===== src/rtl/mem_arbiter.sv =====
// rtl/mem_arbiter.sv - round-robin CPU/loader arbiter driving an asynchronous SRAM
// Two requesters share one SRAM; every access is a fixed-length strobe window followed by a one-cycle ack.
module mem_arbiter #(
  parameter int WAIT_CYCLES = 2
) (
  input  logic        Clk,
  input  logic        Reset,
  input  logic        cpu_req,
  input  logic        cpu_we,
  input  logic [15:0] cpu_addr,
  input  logic [15:0] cpu_wdata,
  output logic [15:0] cpu_rdata,
  output logic        cpu_ack,
  input  logic        ld_req,
  input  logic        ld_we,
  input  logic [15:0] ld_addr,
  input  logic [15:0] ld_wdata,
  output logic [15:0] ld_rdata,
  output logic        ld_ack,
  output logic [19:0] sram_addr,
  output logic [15:0] sram_dq_out,
  output logic        sram_dq_oe,
  input  logic [15:0] sram_dq_in,
  output logic        sram_ce_n,
  output logic        sram_oe_n,
  output logic        sram_we_n,
  output logic        sram_ub_n,
  output logic        sram_lb_n
);

  typedef enum logic [1:0] {IDLE, ACCESS, DONE} state_t;

  localparam logic [3:0] CNT_LOAD = 4'(WAIT_CYCLES - 1);

  state_t      state_q, state_d;
  logic [3:0]  cnt_q, cnt_d;
  logic        last_ld_q, last_ld_d;
  logic        gnt_ld_q, gnt_ld_d;
  logic        we_q, we_d;
  logic [15:0] addr_q, addr_d;
  logic [15:0] wdata_q, wdata_d;
  logic [15:0] cpu_rdata_q, cpu_rdata_d;
  logic [15:0] ld_rdata_q, ld_rdata_d;
  logic        cpu_ack_q, cpu_ack_d;
  logic        ld_ack_q, ld_ack_d;
  logic [19:0] sram_addr_q, sram_addr_d;
  logic [15:0] dq_out_q, dq_out_d;
  logic        dq_oe_q, dq_oe_d;
  logic        ce_n_q, ce_n_d;
  logic        oe_n_q, oe_n_d;
  logic        we_n_q, we_n_d;
  logic        bl_n_q, bl_n_d;
  logic        pick_ld;

  // Loader wins only when it is alone or when the CPU had the previous grant.
  assign pick_ld = ld_req && (!cpu_req || !last_ld_q);

  always_comb begin
    state_d     = state_q;
    cnt_d       = cnt_q;
    last_ld_d   = last_ld_q;
    gnt_ld_d    = gnt_ld_q;
    we_d        = we_q;
    addr_d      = addr_q;
    wdata_d     = wdata_q;
    cpu_rdata_d = cpu_rdata_q;
    ld_rdata_d  = ld_rdata_q;
    cpu_ack_d   = 1'b0;
    ld_ack_d    = 1'b0;
    sram_addr_d = sram_addr_q;
    dq_out_d    = dq_out_q;
    dq_oe_d     = dq_oe_q;
    ce_n_d      = ce_n_q;
    oe_n_d      = oe_n_q;
    we_n_d      = we_n_q;
    bl_n_d      = bl_n_q;
    case (state_q)
      IDLE: begin
        if (cpu_req || ld_req) begin
          state_d     = ACCESS;
          cnt_d       = CNT_LOAD;
          gnt_ld_d    = pick_ld;
          last_ld_d   = pick_ld;
          we_d        = pick_ld ? ld_we    : cpu_we;
          addr_d      = pick_ld ? ld_addr  : cpu_addr;
          wdata_d     = pick_ld ? ld_wdata : cpu_wdata;
          sram_addr_d = {4'b0000, addr_d};
          ce_n_d      = 1'b0;
          bl_n_d      = 1'b0;
          oe_n_d      = we_d;
          we_n_d      = !we_d;
          dq_oe_d     = we_d;
          if (we_d) begin
            dq_out_d = wdata_d;
          end
        end
      end
      ACCESS: begin
        if (cnt_q == 4'd0) begin
          state_d = DONE;
          ce_n_d  = 1'b1;
          oe_n_d  = 1'b1;
          we_n_d  = 1'b1;
          bl_n_d  = 1'b1;
          dq_oe_d = 1'b0;
          if (gnt_ld_q) begin
            ld_ack_d = 1'b1;
          end else begin
            cpu_ack_d = 1'b1;
          end
          if (!we_q) begin
            if (gnt_ld_q) begin
              ld_rdata_d = sram_dq_in;
            end else begin
              cpu_rdata_d = sram_dq_in;
            end
          end
        end else begin
          cnt_d = cnt_q - 4'd1;
          // Release we_n one cycle early so data is held past the write strobe.
          if (we_q && cnt_q == 4'd1) begin
            we_n_d = 1'b1;
          end
        end
      end
      DONE: begin
        state_d = IDLE;
      end
      default: begin
        state_d = IDLE;
      end
    endcase
  end

  always_ff @(posedge Clk) begin
    if (Reset) begin
      state_q     <= IDLE;
      cnt_q       <= 4'd0;
      last_ld_q   <= 1'b1;
      gnt_ld_q    <= 1'b0;
      we_q        <= 1'b0;
      addr_q      <= 16'h0000;
      wdata_q     <= 16'h0000;
      cpu_rdata_q <= 16'h0000;
      ld_rdata_q  <= 16'h0000;
      cpu_ack_q   <= 1'b0;
      ld_ack_q    <= 1'b0;
      sram_addr_q <= 20'h00000;
      dq_out_q    <= 16'h0000;
      dq_oe_q     <= 1'b0;
      ce_n_q      <= 1'b1;
      oe_n_q      <= 1'b1;
      we_n_q      <= 1'b1;
      bl_n_q      <= 1'b1;
    end else begin
      state_q     <= state_d;
      cnt_q       <= cnt_d;
      last_ld_q   <= last_ld_d;
      gnt_ld_q    <= gnt_ld_d;
      we_q        <= we_d;
      addr_q      <= addr_d;
      wdata_q     <= wdata_d;
      cpu_rdata_q <= cpu_rdata_d;
      ld_rdata_q  <= ld_rdata_d;
      cpu_ack_q   <= cpu_ack_d;
      ld_ack_q    <= ld_ack_d;
      sram_addr_q <= sram_addr_d;
      dq_out_q    <= dq_out_d;
      dq_oe_q     <= dq_oe_d;
      ce_n_q      <= ce_n_d;
      oe_n_q      <= oe_n_d;
      we_n_q      <= we_n_d;
      bl_n_q      <= bl_n_d;
    end
  end

  assign cpu_rdata   = cpu_rdata_q;
  assign ld_rdata    = ld_rdata_q;
  assign cpu_ack     = cpu_ack_q;
  assign ld_ack      = ld_ack_q;
  assign sram_addr   = sram_addr_q;
  assign sram_dq_out = dq_out_q;
  assign sram_dq_oe  = dq_oe_q;
  assign sram_ce_n   = ce_n_q;
  assign sram_oe_n   = oe_n_q;
  assign sram_we_n   = we_n_q;
  assign sram_ub_n   = bl_n_q;
  assign sram_lb_n   = bl_n_q;

endmodule


===== config.mk =====
export PLATFORM = sky130hd
export DESIGN_NAME = mem_arbiter
export DESIGN_NICKNAME = d
export VERILOG_FILES = /design/src/rtl/mem_arbiter.sv
export SDC_FILE = /design/constraint.sdc
export NUM_CORES = 1
export LEC_CHECK = 0
export BUFFER_PORTS_ARGS = -buffer_cell sky130_fd_sc_hd__buf_2
export CAP_MARGIN = 10
export CORE_ASPECT_RATIO = 0.75
export CORE_MARGIN = 4
export CORE_UTILIZATION = 44
export CTS_BUF_LIST = sky130_fd_sc_hd__clkbuf_16
export DETAILED_ROUTE_END_ITERATION = 7
export PLACE_DENSITY = 0.76
export SYNTH_ARGS = -nofsm -noshare
export SYNTH_HDL_FRONTEND = slang
export SYNTH_SLANG_ARGS = --single-unit

===== constraint.sdc =====
create_clock -name Clk -period 2.2 [get_ports Clk]
set_clock_uncertainty 0.1 [all_clocks]
set_input_delay 0.44 -clock Clk [delete_from_list [all_inputs] [get_ports Clk]]
set_output_delay 0.44 -clock Clk [all_outputs]
set_load 0.03 [all_outputs]

==> Word level (Yosys, flattened, before mapping) <==
Index checks and enable logic that the tools add are counted.
{ "totals": {"register_bits": 79, "latchBits": 0, "ram_bits": 0, "mem_bits_ro": 0, "in_bits": 86, "out_inout_bits": 76, "memories": 0} }
{ "classes": {"add_sub_neg": 1, "mul": 0, "div_mod_pow": 0, "n_lt_le_gt_ge": 0, "eq_ne": 6, "shifts": 0, "n_mux": 22, "bitwise_logic": 4, "reduce_logical": 19} }
{ "op_table": {"columns": ["operator", "n"], "rows": [
  ["$mux 16", 2],
  ["$reduce_and 3->1", 4],
  ["$mux 1", 10],
  ["$mux 4", 2],
  ["$pmux 1 s2", 4],
  ["$pmux 4 s2", 1],
  ["$reduce_and 4->1", 2],
  ["$ne 2x2->1 const B", 3],
  ["$eq 4x1->1 const B", 1],
  ["$logic_not 4->1", 1],
  ["$mux 2", 2],
  ["$not 1->1", 4],
  ["$pmux 2 s2", 1],
  ["$reduce_and 2->1", 2],
  ["$sub 4x1->4 const B", 1],
  ["$logic_not 1->1", 3],
  ["$ne 3x3->1 const B", 1],
  ["$reduce_or 3->1", 1],
  ["$eq 2x1->1 const B", 1],
  ["$logic_and 1x1->1", 2],
  ["$logic_not 2->1", 1],
  ["$logic_or 1x1->1", 2],
  ["$reduce_bool 2->1", 1]
]} }

==> Depth between registers and ports, before layout <==
{ "depth": {"ltp_word": 7, "depth_mapped": 8, "mapped_depth_nobuf": 6} }

==> Worst setup path before layout <==
Ideal clock, no wire load.
{ "synth_timing": {"kind": "flip-flop to flip-flop", "from": "register cnt_q[0]", "to": "register cpu_rdata_q[4] (netlist: cpu_rdata[4])", "setup_ns": 0.132, "arrival_time_ns": 1.752, "t_required_ns": 1.968, "slack_ns": 0.215, "stages_incl_launch_ff": 9, "path_buffers": 2, "cell_sequence": "dfxtp_1 -> inv_1 -> ha_1 -> or3b_4 -> or4_1 -> buf_2 -> buf_6 -> nand2_1 -> a21oi_1"} }
{ "synth_via": {"elab_chain_cells": 2} }
{ "synth_rtl": {"columns": ["element", "line_no", "rtl"], "rows": [
  ["start, declared", "36", "logic [3:0] cnt_q, cnt_d;"],
  ["start signal, assigned", "157", "cnt_q <= cnt_d;"],
  ["$logic_not 4->1", "99", "if (cnt_q == 4'd0) begin"],
  ["$reduce_and 4->1 (no source line)", null, null],
  ["end signal, assigned", "163", "cpu_rdata_q <= cpu_rdata_d;"],
  ["end, declared", "42", "logic [15:0] cpu_rdata_q, cpu_rdata_d;"]
]} }
No other way between the ends.
A chain may end at the register's enable or synchronous reset.

==> Worst setup path after layout <==
{ "layout_timing": {"from": "register cnt_q[0]", "to": "register cnt_q[3]"} }
{ "layout_via": {"elab_chain_cells": 3, "elab_cells_between_ends": 6, "cone_classes": "add/sub (1); eq/ne (1); mux (2); reduce/logical (2)"} }
{ "layout_rtl": {"columns": ["element", "line_no"], "rows": [
  ["$sub 4x1->4 / $logic_not 4->1 (equally long branches)", "119, 99"],
  ["$mux 4 / $ne 2x2->1 (equally long branches)", null],
  ["$pmux 4 s2 / $reduce_and 3->1 (equally long branches)", null]
]} }
Several ways; a longest one is shown, not always the timed one. The select of a mux whose other input is x is not followed.

==> results.yml <==
finish:
  fill_cells: 664
  drive_gt1_share_pct: 34.2
  syn_to_final_growth_pct: 34.0
  antenna_cells: 0
  final_cell_count_no_fill: 654
  multi_input_area_mm2: 0.00158
  fin_util_pct: 61.6
  design_area_mm2: 0.00458
  nNetsFinal: 636
  seq_area_mm2: 0.00158
yosys:
  synth_cell_types: 34
  syn_avg_cell_area_um2: 8.46
  synth_top_area_share_pct: 46.3
  seq_area_frac_synth_pct: 46.3
  synthesis.instances: 404
  syn_area_mm2: 0.00342
  async_reset_ff_share_pct: 0
  yosysMostFrequentCell: "dfxtp_1"
  synth_commonest_cells: "dfxtp_1, nand2_1, a21oi_1"
  yosysTopAreaCell: "dfxtp_1"
  synth_ff_type: "dfxtp_1"
  yosysWarnings: 0
  synth_edf_count: 0
  ys_seq_elements: 79
  synth_area_leaders: "dfxtp_1, nand2_1, a21oi_1"
clocking:
  post_cts_buffers: 0
  root_buffer: "clkbuf_16"
  clkLatencyLatePin_ns: 0.32
  cts.sinks: 79
  clockBufferDepth: 2
  cts_tree: "done"
  cts_resized: 0
  cts.clk_slew.worst_paths_ns: 0.06
  htree_levels: 3
  cts_buffers: 9
  cts_hold_buf: 0
place:
  post_dp_cell_area_mm2: 0.00424
  portBuffers: 157
  gp_congestion: 0.819
  dp_hpwl_um: 6890
  dp.cells: 638
  dp_slack_ns: 0.139
critical_path:
  r2r-start: "cnt_q[0]"
  critPathKind: "reg2reg"
  crit_required_ns: 2.33
  crit_end: "cnt_q[3]"
  rr_endpoint: "cnt_q[3]"
  crit_arrival_ns: 2.19
  r2r_cells: 6
  critPathCaptureType: "flip-flop"
  crit_path_max_fanout: 6
  crit_path_start_kind: "flip-flop"
  crit_chain: "inv_1 -> ha_1 -> nor3b_1 -> a211o_1 -> or3_1 -> a211oi_1"
  slowest_delay_ns: 0.40
  critPathSlowestCell: "dfxtp_1"
  cp-startpoint: "cnt_q[0]"
  r2r_slack_ns: 0.14
global_routing:
  grt_usage_pct: 19.5
  grt_pass1_wl_um: 14500
  overflow: 0
  antenna_found_initial: 1
  grt_pass1_vias: 3081
  grt_max_degree: 50
floorplanning:
  io_pins: 162
  dieArea_mm2: 0.00926
  fp.coreArea_mm2: 0.00743
  num_rows: 27
  start_util_pct: 46.0
  die_y_um: 84.3
  die_x_um: 110
timing:
  min_period_ns: 2.06
  worstMarginPinSlew_ns: 0.686
  maxSlewHeadroom_pct: 54.2
  maxSlewViolCount: 0
  fmax_mhz: 485
  final-setup-viol-count: 0
  hold_viol: 0
  rsz0062_at_grt: "false"
  tns_ns: 0
  setup_ws_ns: 0.136
  period_share_pct: 93.8
pwr:
  ir_drop_v: 0.000402
  pwr-share-clk_pct: 35.5
  intPower_mw: 3.14
  power_density_mw_per_mm2: 1020
  switching_power_mw: 1.51
  p_leak_nw: 2.12
  comb_power_share_pct: 27.2
  seqPwrFrac_pct: 37.2
  switching_share_pct: 32.4
worst_hold_path:
  hold_path.class: "in2reg"
routing:
  viasPerCell: 5.04
  drtIter0Drc: 222
  drtAntennaViolNets: 0
  firstDrtPassIters: 4
  via_count: 3299
  routedWlPerCell_um: 14.2
  drc: 0
  wirelength_um: 9290
outcome:
  status: "completed"
run:
  drv_cap: 0
[layout make-up]
cell class / count / area share [%]
flip-flops and latches: 79 / 34.5
inverters: 20 / 1.64
repair buffers: 168 / 19.2
multi-input cells: 270 / 34.5
clock buffers: 9 / 4.92
clock inverters: 7 / 2.46
well taps: 101 / 2.76
[cells by family (layout without fill, tap and decap cells)]
family                     count (synthesis)  in the layout  synth area share, %
AOI/OAI and AO/OA                        100            100                 18.4
and+or+nand+nor                          147            147                 21.5
adders and majority gates                  2              2                0.732
muxes                                     17             17                 4.98
other                                      1              4                0.110
buffers and inverters                     58            204                 7.94
DFF                                       79             79                 46.3
[placed cells by master (no fill, tap or decap), types with 2 or more instances in the layout]
master / n
buf_2: 157
a221oi_1: 16
dfxtp_1: 79
a211oi_1: 20
nand2b_1: 18
a31oi_1: 2
buf_4: 10
conb_1: 4
bufinv_16: 3
clkbuf_16: 9
inv_1: 21
nand2_1: 67
o21ai_0: 20
or3_1: 2
mux2i_1: 17
nor3_1: 6
or4_1: 2
a21oi_1: 37
nand3b_1: 17
ha_1: 2
nor4_4: 2
nor2_1: 27
clkinv_2: 2
[worst min path at each step]
| stage | cells after the start | endpoint | slack (ns) | startpoint |
|---|---|---|---|---|
| 6_report | 3 | ld_rdata[15] | 0.27 | sram_dq_in[15] |
| 5_1_grt | 3 | ld_rdata[1] | 0.26 | sram_dq_in[1] |
| 2_1_floorplan | 2 | cnt_q[1] | 0.37 | cnt_q[1] |
| 3_3_place_gp | 2 | cpu_rdata[12] | 0.34 | cpu_rdata[12] |
| 3_5_place_dp | 2 | cpu_rdata[12] | 0.35 | cpu_rdata[12] |
| 4_1_cts | 3 | ld_rdata[10] | 0.25 | sram_dq_in[10] |
[worst max-delay path: cells and delay by family, from the launching register on]
kind / cells / cell delay, ns
AOI/OAI and AO/OA: 2 / 0.61
and+or+nand+nor: 2 / 0.57
DFF: 1 / 0.40
adders and majority gates: 1 / 0.23
buffers and inverters: 1 / 0.06
[flip-flops by register name, summed over array words and instances, names as in the netlist, 2 cells and up]
register and count:
cpu_rdata 16, state_q 2, cnt_q 4, sram_dq_out 16
sram_addr 16, ld_rdata 16
[through the flow]
stage,power (mW),hold WS [ns]
after CTS,4.69,0.254
final,4.65,0.268
after global routing,4.88,0.257
after floorplan,2.66,0.374
after detailed placement,3.02,0.345
after global placement,2.99,0.341
[layer usage]
metal / track usage, % / vias to the layer above / part of all wire, %
li1: - / 1668 / -
met1: 23.8 / 1550 / 43
met2: 33.7 / 70 / 50
met3: 5.07 / 9 / 5.3
met4: 5.55 / 2 / 0.98
met5: 0 / - / 0.12
[power by group through the flow]
| stage | Sequential, mW | Combinational (mW) | Clock [mW] |
|---|---|---|---|
| CTS | 1.73 | 1.27 | 1.69 |
| global placement | 1.75 | 1.24 | 0 |
| detailed placement | 1.76 | 1.26 | 0 |
| global route | 1.76 | 1.37 | 1.75 |
| floorplan | 2.05 | 0.613 | 0 |
| finish | 1.73 | 1.27 | 1.65 |
(Power assumes the default switching activity.)
